<file path="src/rtl/mips_pkg.sv">
// Shared MIPS datapath definitions: opcode/funct constants, next-PC select
// encoding and the pseudo-direct jump-target packing helper.
package mips_pkg;

    localparam logic [5:0] OP_RTYPE = 6'h00;
    localparam logic [5:0] OP_J     = 6'h02;
    localparam logic [5:0] OP_JAL   = 6'h03;
    localparam logic [5:0] OP_BEQ   = 6'h04;
    localparam logic [5:0] OP_BNE   = 6'h05;
    localparam logic [5:0] FUNCT_JR = 6'h08;

    localparam logic [4:0] RA_REG = 5'd31;

    // Widest address the packing helper supports; callers truncate.
    localparam int unsigned JT_MAX_W = 64;

    typedef enum logic [1:0] {
        SEL_SEQ,
        SEL_BR,
        SEL_JMP,
        SEL_JR
    } next_pc_sel_e;

    // Keeps pc bits above the word-aligned jump index and replaces the rest
    // with {index, 2'b00}. Index bits above jidx_w are discarded.
    function automatic logic [JT_MAX_W-1:0] jump_target(
        input logic [JT_MAX_W-1:0] pc_val,
        input logic [JT_MAX_W-1:0] idx,
        input int unsigned         jidx_w
    );
        logic [JT_MAX_W-1:0] mask;
        mask = (JT_MAX_W'(1) << (jidx_w + 2)) - JT_MAX_W'(1);
        return (pc_val & ~mask) | ((idx << 2) & mask);
    endfunction

endpackage

</file>
<file path="src/rtl/ras_stack.sv">
// Circular return-address stack: push overwrites the oldest entry when full,
// pop on empty is ignored, top reads 0 when empty.
module ras_stack
    import mips_pkg::*;
#(
    parameter int unsigned ADDR_W    = 32,
    parameter int unsigned RAS_DEPTH = 4
) (
    input  logic              clk,
    input  logic              rst,
    input  logic              push,
    input  logic              pop,
    input  logic [ADDR_W-1:0] push_data,
    output logic [ADDR_W-1:0] top,
    output logic              empty,
    output logic              full,
    output logic              overflow
);

    localparam int unsigned PTR_W = $clog2(RAS_DEPTH);
    localparam int unsigned CNT_W = $clog2(RAS_DEPTH + 1);

    logic [ADDR_W-1:0] entry_reg [RAS_DEPTH];
    logic [PTR_W-1:0]  ptr_reg;
    logic [CNT_W-1:0]  count_reg;
    logic              overflow_reg;
    logic [PTR_W-1:0]  top_idx;

    assign empty   = (count_reg == '0);
    assign full    = (count_reg == CNT_W'(RAS_DEPTH));
    assign top_idx = ptr_reg - PTR_W'(1);
    assign top     = empty ? '0 : entry_reg[top_idx];
    assign overflow = overflow_reg;

    // ptr_reg is the next write slot; it wraps naturally since depth is 2^n.
    generate
        for (genvar gi = 0; gi < RAS_DEPTH; gi++) begin : g_entry
            always_ff @(posedge clk) begin
                if (rst) begin
                    entry_reg[gi] <= '0;
                end else if (push && ptr_reg == PTR_W'(gi)) begin
                    entry_reg[gi] <= push_data;
                end
            end
        end
    endgenerate

    always_ff @(posedge clk) begin
        if (rst) begin
            ptr_reg      <= '0;
            count_reg    <= '0;
            overflow_reg <= 1'b0;
        end else if (push) begin
            ptr_reg <= ptr_reg + PTR_W'(1);
            if (full) begin
                overflow_reg <= 1'b1;
            end else begin
                count_reg <= count_reg + CNT_W'(1);
            end
        end else if (pop && !empty) begin
            ptr_reg   <= ptr_reg - PTR_W'(1);
            count_reg <= count_reg - CNT_W'(1);
        end
    end

endmodule

</file>
<file path="src/rtl/pc_sequencer.sv">
// Program-counter unit: owns the PC, computes seq/branch/jump/jr targets and
// tracks calls/returns in a return-address stack with mispredict checking.
module pc_sequencer
    import mips_pkg::*;
#(
    parameter int unsigned       ADDR_W    = 32,
    parameter int unsigned       JIDX_W    = 26,
    parameter int unsigned       IMM_W     = 16,
    parameter int unsigned       RAS_DEPTH = 4,
    parameter logic [ADDR_W-1:0] RESET_PC  = '0
) (
    input  logic              clk,
    input  logic              rst,
    input  logic              stall,
    input  logic [31:0]       instr,
    input  logic [ADDR_W-1:0] rs_data,
    input  logic              branch_taken,
    input  logic              jump_en,
    input  logic              jal_en,
    input  logic              jr_en,
    output logic [ADDR_W-1:0] pc,
    output logic [ADDR_W-1:0] pc_plus4,
    output logic [ADDR_W-1:0] ras_top,
    output logic              ras_empty,
    output logic              ras_full,
    output logic              ras_overflow,
    output logic              ras_mispredict
);

    logic [ADDR_W-1:0] pc_reg;
    logic [ADDR_W-1:0] pc_next;
    logic [ADDR_W-1:0] imm_ext;
    logic [ADDR_W-1:0] br_target;
    logic [ADDR_W-1:0] jmp_target;
    next_pc_sel_e      sel;
    logic              push;
    logic              pop_req;
    logic              mispredict_reg;
    logic              mispredict_next;
    logic              unused_instr;

    assign unused_instr = ^instr;

    assign pc        = pc_reg;
    assign pc_plus4  = pc_reg + ADDR_W'(4);
    assign imm_ext   = {{(ADDR_W - IMM_W){instr[IMM_W-1]}}, instr[IMM_W-1:0]};
    assign br_target = pc_plus4 + (imm_ext << 2);
    // Upper jump bits come from the current pc, not pc+4.
    assign jmp_target = ADDR_W'(jump_target(JT_MAX_W'(pc_reg), JT_MAX_W'(instr), JIDX_W));

    always_comb begin
        sel     = SEL_SEQ;
        pc_next = pc_plus4;
        if (jr_en) begin
            sel = SEL_JR;
        end else if (jal_en || jump_en) begin
            sel = SEL_JMP;
        end else if (branch_taken) begin
            sel = SEL_BR;
        end
        case (sel)
            SEL_JR:  pc_next = rs_data;
            SEL_JMP: pc_next = jmp_target;
            SEL_BR:  pc_next = br_target;
            default: pc_next = pc_plus4;
        endcase
    end

    // jr takes priority, so a jal alongside jr never pushes.
    assign push    = jal_en && !jr_en && !stall;
    assign pop_req = jr_en && (instr[25:21] == RA_REG) && !stall;
    assign mispredict_next = pop_req && (ras_empty || (rs_data != ras_top));

    always_ff @(posedge clk) begin
        if (rst) begin
            pc_reg         <= RESET_PC;
            mispredict_reg <= 1'b0;
        end else begin
            mispredict_reg <= mispredict_next;
            if (!stall) begin
                pc_reg <= pc_next;
            end
        end
    end

    assign ras_mispredict = mispredict_reg;

    ras_stack #(
        .ADDR_W    (ADDR_W),
        .RAS_DEPTH (RAS_DEPTH)
    ) u_ras (
        .clk       (clk),
        .rst       (rst),
        .push      (push),
        .pop       (pop_req),
        .push_data (pc_plus4),
        .top       (ras_top),
        .empty     (ras_empty),
        .full      (ras_full),
        .overflow  (ras_overflow)
    );

endmodule

</file>
<file path="config.mk">
export PLATFORM = sky130hd
export DESIGN_NAME = pc_sequencer
export DESIGN_NICKNAME = d
export VERILOG_FILES = /design/src/rtl/mips_pkg.sv /design/src/rtl/ras_stack.sv /design/src/rtl/pc_sequencer.sv
export SDC_FILE = /design/constraint.sdc
export NUM_CORES = 1
export LEC_CHECK = 0
export BUFFER_PORTS_ARGS = -buffer_cell sky130_fd_sc_hd__buf_2
export CAP_MARGIN = 20
export CELL_PAD_IN_SITES_DETAIL_PLACEMENT = 1
export CELL_PAD_IN_SITES_GLOBAL_PLACEMENT = 1
export CORE_MARGIN = 2
export CORE_UTILIZATION = 35
export CTS_BUF_LIST = sky130_fd_sc_hd__clkbuf_16
export DETAILED_ROUTE_END_ITERATION = 10
export PLACE_DENSITY = 0.76
export SLEW_MARGIN = 30
export SYNTH_ARGS = -nofsm -noshare
export SYNTH_HDL_FRONTEND = slang
export SYNTH_HIERARCHICAL = 1
export SYNTH_SLANG_ARGS = --single-unit
</file>
<file path="constraint.sdc">
create_clock -name clk -period 4.8 [get_ports clk]
set_input_delay 1.44 -clock clk [delete_from_list [all_inputs] [get_ports clk]]
set_output_delay 1.44 -clock clk [all_outputs]
set_load 0.01 [all_outputs]
</file>
==> results of run 1 <==
layer usage:
layer  vias up  track usage [%]  wire length, µm
met5         -                0                0
li1       4309                -                -
met1      4761             30.1            16600
met3        64             3.77             2070
met4         0             11.4             1480
met2       329             40.6            19500
final cells by class:
cell class                 count  area [µm²]
inverter                      33         124
sequential                   167        4630
antenna                        2        5.00
tap                          396         495
clock buffer                  17         425
fill                        3527       17900
clock inverter                13         119
timing repair buffer         209        1170
multi-input combinational    816        5880
critical path, delay by kind of cell (launching register included):
family                   cells  cell delay, ns
XOR/XNOR                     1            0.68
buffers and inverters        1            0.26
AND/OR/NAND/NOR              3            0.95
flip-flops                   1            0.45
adder cells (fa/ha/maj)      1            0.24
cell usage after synthesis (9+ instances only):
cell | number | area share, %
inv_1 | 33 | 1.1
nor2_1 | 61 | 2.1
o21ai_0 | 45 | 2.0
and2_1 | 164 | 9.3
dfxtp_1 | 39 | 7.1
nand3_1 | 29 | 1.3
buf_6 | 9 | 0.92
edfxtp_1 | 128 | 35
a21oi_1 | 72 | 3.3
xnor2_1 | 46 | 3.7
nand2_1 | 75 | 2.6
nand4_1 | 20 | 1.1
nor4_1 | 10 | 0.57
nor3_1 | 17 | 0.77
a211oi_1 | 17 | 1.2
clkbuf_1 | 38 | 1.3
xor2_1 | 33 | 2.6
mux4_2 | 21 | 4.3
a221oi_1 | 14 | 1.1
mux4_1 | 11 | 2.6
o22ai_1 | 10 | 0.57
a21o_1 | 20 | 1.4
ha_1 | 37 | 4.2
where the power goes:
group / total [mW] / leakage, nW / internal (mW) / switching [mW]
combinational: 0.750 / 3.39 / 0.285 / 0.465
clock: 1.30 / 0.275 / 0.747 / 0.552
sequential: 1.67 / 1.65 / 1.62 / 0.0489
total: 3.72 / 5.32 / 2.65 / 1.07
worst paths after layout:
| check | end | slack [ns] |
|---|---|---|
| min | u_ras/overflow | 0.49 |
| max | pc_plus4[24] | 0.34 |
| min reg2reg | u_ras/overflow | 0.49 |
| max reg2reg | pc[30] | 0.61 |
cells by family (layout without fill, tap and decap cells):
kind of cell | Yosys count | count (layout)
compound gates | 240 | 240
xor+xnor | 80 | 80
fa+ha+maj | 39 | 39
buf+inv | 96 | 272
flops | 167 | 167
mux | 34 | 34
other cells | 0 | 2
simple gates | 423 | 423
through the flow:
stage / util, % / cells
4_1_cts: 41.8 / 1651
3_5_place_dp: 40.0 / 1621
2_1_floorplan: - / 1079
5_1_grt: 41.8 / 1652
3_3_place_gp: 40.0 / 1621
6_report: 41.8 / 1653
==> qor.yml, run 1 <==
hp-start: "u_ras/overflow"
overflow: 0
timing.critical_path.arrival_ns: 3.02
drive_gt1_share_pct: 22.0
min_path_type: "flip-flop to flip-flop"
coreArea_um2: 30700
clk_pin_slew_ns: 0.06
status: "finished, final reports clean"
hold_viol: 0
startpoint: "pc[2]"
maxCapViolCount: 0
cp-end-kind: "primary output"
skew_ns: 0.00740
drtIter0Drc: 609
final_cell_mix: "164 x and2_1, 164 x buf_2, 128 x edfxtp_1, 75 x nand2_1, 72 x a21oi_1"
holdWs_ns: 0.488
worstMarginPinSlew_ns: 0.893
dpl_worst_slack_ns: 0.688
seq_area_frac_synth_pct: 42.1
finalSetupTns_ns: 0
cp_max_fo: 7
crit_slowest_cell: "xnor2_1"
worstReg2RegStart: "pc[11]"
wl_mm: 39.6
final_nets: 1354
gp_congestion: 0.916
ant_nets: 0
slew_violations: 0
syn_area_per_cell_um2: 10.2
grt_pass1_vias: 9711
area_delta_synth_final_pct: 16.8
holdPathStages: 2
synthAdderAreaFrac_pct: 4.57
max_freq_ghz: 0.224
period_needed_ns: 4.46
synth_compound_gate_area_share_pct: 14.2
design_area_um2: 12800
via_per_inst: 5.72
wl_per_cell_um: 24.0
setup-violations-final: 0
start_kind: "flip-flop"
crit_type: "flip-flop to primary output"
antenna_found_initial: 1
clock_latency_ns: 0.44
cpPeakStageDelay_ns: 0.68
p_total_mw: 3.72
place_area_um2: 12300
largest_reg_flops: 128
synth_fp_nets: 1189
hold_buffers: 0
drc_errors: 0
path_cells: "ha_1 -> nand3_1 -> nor2_1 -> nand4_1 -> xnor2_1 -> buf_2"
crit_required_ns: 3.36
syn-instance-count: 1079
die-area_um2: 32800
worstRegToRegCells: 12
cts_resized: 0
synth_top_family_by_area: "simple AND/OR/NAND/NOR gates"
worst_slack_ns: 0.338
synthFlopType: "edfxtp_1"
die_y_um: 181
cts_sinks: 167
cts-buffers-inserted: 17
synth_cell_type_count: 76
hpwlAfterDp_mm: 30.4
die_w_um: 181
rsz0062_at_grt: "false"
grt_pass1_wl_mm: 59.4
p_leak_nw: 5.32
fin_crit_sh_pct: 92.9
ir_drop_uv: 277
tritoncts: "yes"
synth-edff-count: 128
dr.pass1.iters: 5
grtUsageTotal_pct: 24.0
synth_seq_cells: 167
cellPowerDensity_nw_per_um2: 289
async_reset_ff_share_pct: 0
postCtsSetupBuffers: 0
synth_warnings: 6
synth_area_um2: 11000
clk_path_buf_depth: 2
root_buffer: "clkbuf_16"
initial_utilization_pct: 35.8
vias: 9463
muxShareOfSynthArea_pct: 7.12
yosys.area_share.simple_pct: 21.1
fp-row-count: 64
slew_headroom_pct: 39.9
grt_max_degree: 48
htree_levels: 4
synth-xor-area-share_pct: 6.51
portBuffers: 164
ios: 171
No activity file was read; power rests on OpenSTA's default activity.
==> inputs of run 2 (changes only) <==
- CTS_BUF_LIST: sky130_fd_sc_hd__clkbuf_16 -> sky130_fd_sc_hd__clkbuf_8
==> run 2 against run 1 <==
Largest cell class unchanged. Cell area is 1.5% lower. Maximum frequency decreased by 0.82%. Hold slack gained 0.0027 ns.
==> qor.yml, run 2 (synthesis gave the netlist of run 1 again) <==
die_y_um: 181
seq_area_um2: 4630
final_util_pct: 41.1
clock_latency_ns: 0.46
die_w_um: 181
period_needed_ns: 4.50
via_per_inst: 5.70
finalSetupTns_ns: 0
die-area_um2: 32800
overflow: 0
dr.pass1.iters: 5
crit_required_ns: 3.36
maxCapViolCount: 0
ir_drop_uv: 165
p_seq_share_pct: 49.6
multiInputGateArea_um2: 5880
grt_pass1_wl_mm: 59.0
slew_violations: 0
combPwrFrac_pct: 22.3
start_kind: "flip-flop"
hold_viol: 0
coreArea_um2: 30700
wl_mm: 39.3
skew_ns: 0.00928
p_leak_nw: 5.23
drtIter0Drc: 653
htree_levels: 4
setup-violations-final: 0
clk_path_buf_depth: 2
hold_buffers: 0
rsz0062_at_grt: "false"
fin_crit_sh_pct: 93.7
cellPowerDensity_nw_per_um2: 265
holdWs_ns: 0.491
portBuffers: 164
tritoncts: "yes"
vias: 9416
ant_nets: 0
min_path_type: "flip-flop to flip-flop"
p_total_mw: 3.36
cts-buffers-inserted: 17
final_cell_mix: "164 x and2_1, 164 x buf_2, 128 x edfxtp_1, 75 x nand2_1, 72 x a21oi_1"
sw_frac_of_total_pct: 30.1
initial_utilization_pct: 35.8
grtUsageTotal_pct: 23.8
slew_headroom_pct: 43.2
max_freq_ghz: 0.222
hpwlAfterDp_mm: 30.4
timing.critical_path.arrival_ns: 3.06
wl_per_cell_um: 23.8
intPower_mw: 2.34
num-fill-cells: 3535
crit_type: "flip-flop to primary output"
clk_pin_slew_ns: 0.08
ios: 171
largest_reg_flops: 128
status: "finished, final reports clean"
drive_gt1_share_pct: 22.0
area_delta_synth_final_pct: 15.1
drc_errors: 0
p_switching_mw: 1.01
fp-row-count: 64
final_nets: 1354
postCtsSetupBuffers: 0
cp-end-kind: "primary output"
cts_resized: 0
cp_max_fo: 7
grt_pass1_vias: 9599
grt_max_degree: 48
worstMarginPinSlew_ns: 0.844
gp_congestion: 0.916
cts_sinks: 167
clockPowerShare_pct: 28.1
root_buffer: "clkbuf_8"
antenna_found_initial: 1
[run 2: worst paths after layout]
check | from | endpoint | slack (ns) | cells after the start
hold / removal | u_ras/overflow | u_ras/overflow | 0.49 | 2
hold reg to reg | u_ras/overflow | u_ras/overflow | 0.49 | 2
setup reg to reg | pc[2] | pc[29] | 0.62 | 13
setup / recovery | pc[2] | pc_plus4[24] | 0.30 | 6
[run 2: critical path, stage by stage, from the launching register on]
cell     delay [ns]
dfxtp_1        0.46
ha_1           0.24
nand3_1        0.23
nor2_1         0.49
nand4_1        0.25
xnor2_1        0.67
buf_2          0.26
[run 2: through the flow]
stage,cells,instance area (µm²),setup WS (ns)
2_1_floorplan,1079,11000,0.885
3_3_place_gp,1621,12300,0.728
3_5_place_dp,1621,12300,0.688
4_1_cts,1651,12600,0.374
5_1_grt,1652,12700,0.111
6_report,1652,12700,0.302
[run 2: layer usage]
layer	vias to the layer above	GRT usage (%)	wire length [µm]	share of wire (%)
met5	-	0	0	0
met4	0	9.53	1400	3.6
met3	65	3.71	2180	5.6
met2	328	40.9	19400	49
met1	4715	30.0	16300	41
li1	4308	-	-	-
[run 2: final cells by class]
type / count / area share (%)
diodes: 1 / 0.0198
clock buffers: 17 / 1.85
clock inverters: 13 / 0.939
inverters: 33 / 0.979
multi-input cells: 816 / 46.5
flip-flops and latches: 167 / 36.6
well taps: 396 / 3.92
repair buffers: 209 / 9.26
[run 2: power groups by stage]
stage	registers, mW	clock network [mW]	logic [mW]
after detailed placement	1.70	0	0.741
after global placement	1.69	0	0.725
after CTS	1.66	0.961	0.744
final	1.66	0.943	0.748
after floorplan	1.69	0	0.470
after global routing	1.67	1.00	0.815
==> inputs of run 3 (changes only) <==
- CORE_UTILIZATION: 35 -> 34
- PLACE_DENSITY: 0.76 -> 0.74
- RECOVER_POWER: default -> 25
==> run 3 against run 2 <==
Final cell count up 0.12%. First-iteration DRC count fell by 4.9%. The run now ends with max-capacitance violations, max-slew violations left. Wire length down 0.40%. Total power increased by 1.5%. Cell area shrank 0.31%. Sequential share of layout area rose by 0.11 points. Highest routed layer unchanged. Non-clock buffer count fell by 5. Core utilization is 1.4 points lower. Global-route usage fell by 0.54 points.
==> qor.yml, run 3 (synthesis gave the netlist of run 1 again) <==
htree_levels: 4
grt_max_degree: 40
reg2reg_slack_ns: 0.47
holdPathStages: 2
hold_buffers: 0
slew_violations: 24
ir_drop_uv: 171
largest_reg_flops: 128
met3_usage_pct: 3.98
cpPeakStageDelay_ns: 0.49
gp_congestion: 0.906
cellPowerDensity_nw_per_um2: 270
fin_crit_sh_pct: 94.9
period_needed_ns: 4.55
root_buffer: "clkbuf_8"
hold_viol: 0
timing.critical_path.arrival_ns: 3.11
postCtsSetupBuffers: 0
min_path_type: "flip-flop to flip-flop"
tritoncts: "yes"
layout_commonest_cell: "and2_1"
clk_path_buf_depth: 2
path_cells: "nand4_1 -> or3_1 -> nor2_1 -> and3_1 -> xor2_1 -> buf_4 -> buf_2"
start_kind: "flip-flop"
wl_mm: 39.1
final_cell_mix: "149 x and2_1, 128 x edfxtp_1, 126 x buf_2, 75 x nand2_1, 72 x a21oi_1"
grtUsageMet2_pct: 39.8
initial_utilization_pct: 34.7
grt_pass1_vias: 9688
min_to: "u_ras/overflow"
hp-start: "u_ras/overflow"
crit_required_ns: 3.36
cp-end-kind: "primary output"
r2r-end: "pc[30]"
cts_sinks: 167
die_w_um: 184
maxCapViolCount: 1
area_delta_synth_final_pct: 14.7
ios: 171
drc_errors: 0
grt_pass1_wl_mm: 58.6
worst_slack_ns: 0.246
p_leak_nw: 5.05
dr.pass1.iters: 5
setup-violations-final: 0
max_freq_ghz: 0.220
violations: "max-capacitance violations, max-slew violations"
hpwlAfterDp_mm: 30.3
cts-buffers-inserted: 17
clock_latency_ns: 0.46
wl_per_cell_um: 23.7
ant_nets: 0
fp-row-count: 65
worstRegToRegCells: 11
worstMarginPinSlew_ns: 1.57
vias: 9402
drtIter0Drc: 621
drive_gt1_share_pct: 18.3
slew_headroom_pct: -4.71
clk_pin_slew_ns: 0.08
overflow: 0
crit_slowest_cell: "or3_1"
die_y_um: 184
coreArea_um2: 31700
rsz0062_at_grt: "false"
status: "finished, violations left"
antenna_cells: 0
use_met1_pct: 29.1
dpl_worst_slack_ns: 0.548
via_per_inst: 5.68
worstReg2RegStart: "pc[11]"
skew_ns: 0.0106
crit_type: "flip-flop to primary output"
finalSetupTns_ns: 0
cts_resized: 0
cp_max_fo: 6
die-area_um2: 33800
portBuffers: 164
antenna_found_initial: 0
grt.busiest_layer: "met2"
grtUsageTotal_pct: 23.3
final_nets: 1349
==> run 3: worst max-delay path by stage <==
stage | startpoint | end | slack (ns) | cells after the start
after floorplan | jr_en | u_ras/count_reg[2] | 0.88 | 10
after global placement | instr[0] | pc[18] | 0.71 | 11
after detailed placement | pc[11] | pc[30] | 0.55 | 11
after CTS | pc[11] | pc_plus4[19] | 0.28 | 7
after global routing | pc[11] | pc_plus4[19] | 0.09 | 7
final | pc[11] | pc_plus4[19] | 0.25 | 7
==> run 3: area by class of cell <==
type	instances	area [µm²]
fillers	3638	19100
multi-input cells	816	5880
flip-flops and latches	167	4630
repair buffers	204	1100
well taps	402	503
clock buffers	17	234
clock inverters	15	144
inverters	33	124
==> run 3: report_power, final <==
part,internal [mW],leakage (nW),switching (mW)
clock,0.497,0.199,0.504
combinational,0.278,3.20,0.463
sequential,1.62,1.65,0.0494
total,2.39,5.05,1.02
==> run 3: metal layers <==
layer | vias up | wire length, µm
met5 | - | 0
met4 | 0 | 1410
met2 | 309 | 19400
met1 | 4722 | 16300
met3 | 75 | 2020
li1 | 4296 | -
==> run 3: through the flow <==
stage | utilization (%) | std cells | hold slack (ns) | cell area [µm²] | power [mW]
2_1_floorplan | - | 1079 | 0.464 | 11000 | 2.16
3_3_place_gp | 38.8 | 1622 | 0.452 | 12300 | 2.42
3_5_place_dp | 38.8 | 1622 | 0.469 | 12300 | 2.44
4_1_cts | 40.0 | 1654 | 0.488 | 12700 | 3.42
5_1_grt | 39.8 | 1654 | 0.541 | 12600 | 3.54
6_report | 39.8 | 1654 | 0.482 | 12600 | 3.41
==> run 3: worst max-delay path: cells and delay by family, from the launching register on <==
kind          cells  cell delay (ns)
flops             1             0.43
buf+inv           2             0.36
simple gates      4             1.38
xor+xnor          1             0.47
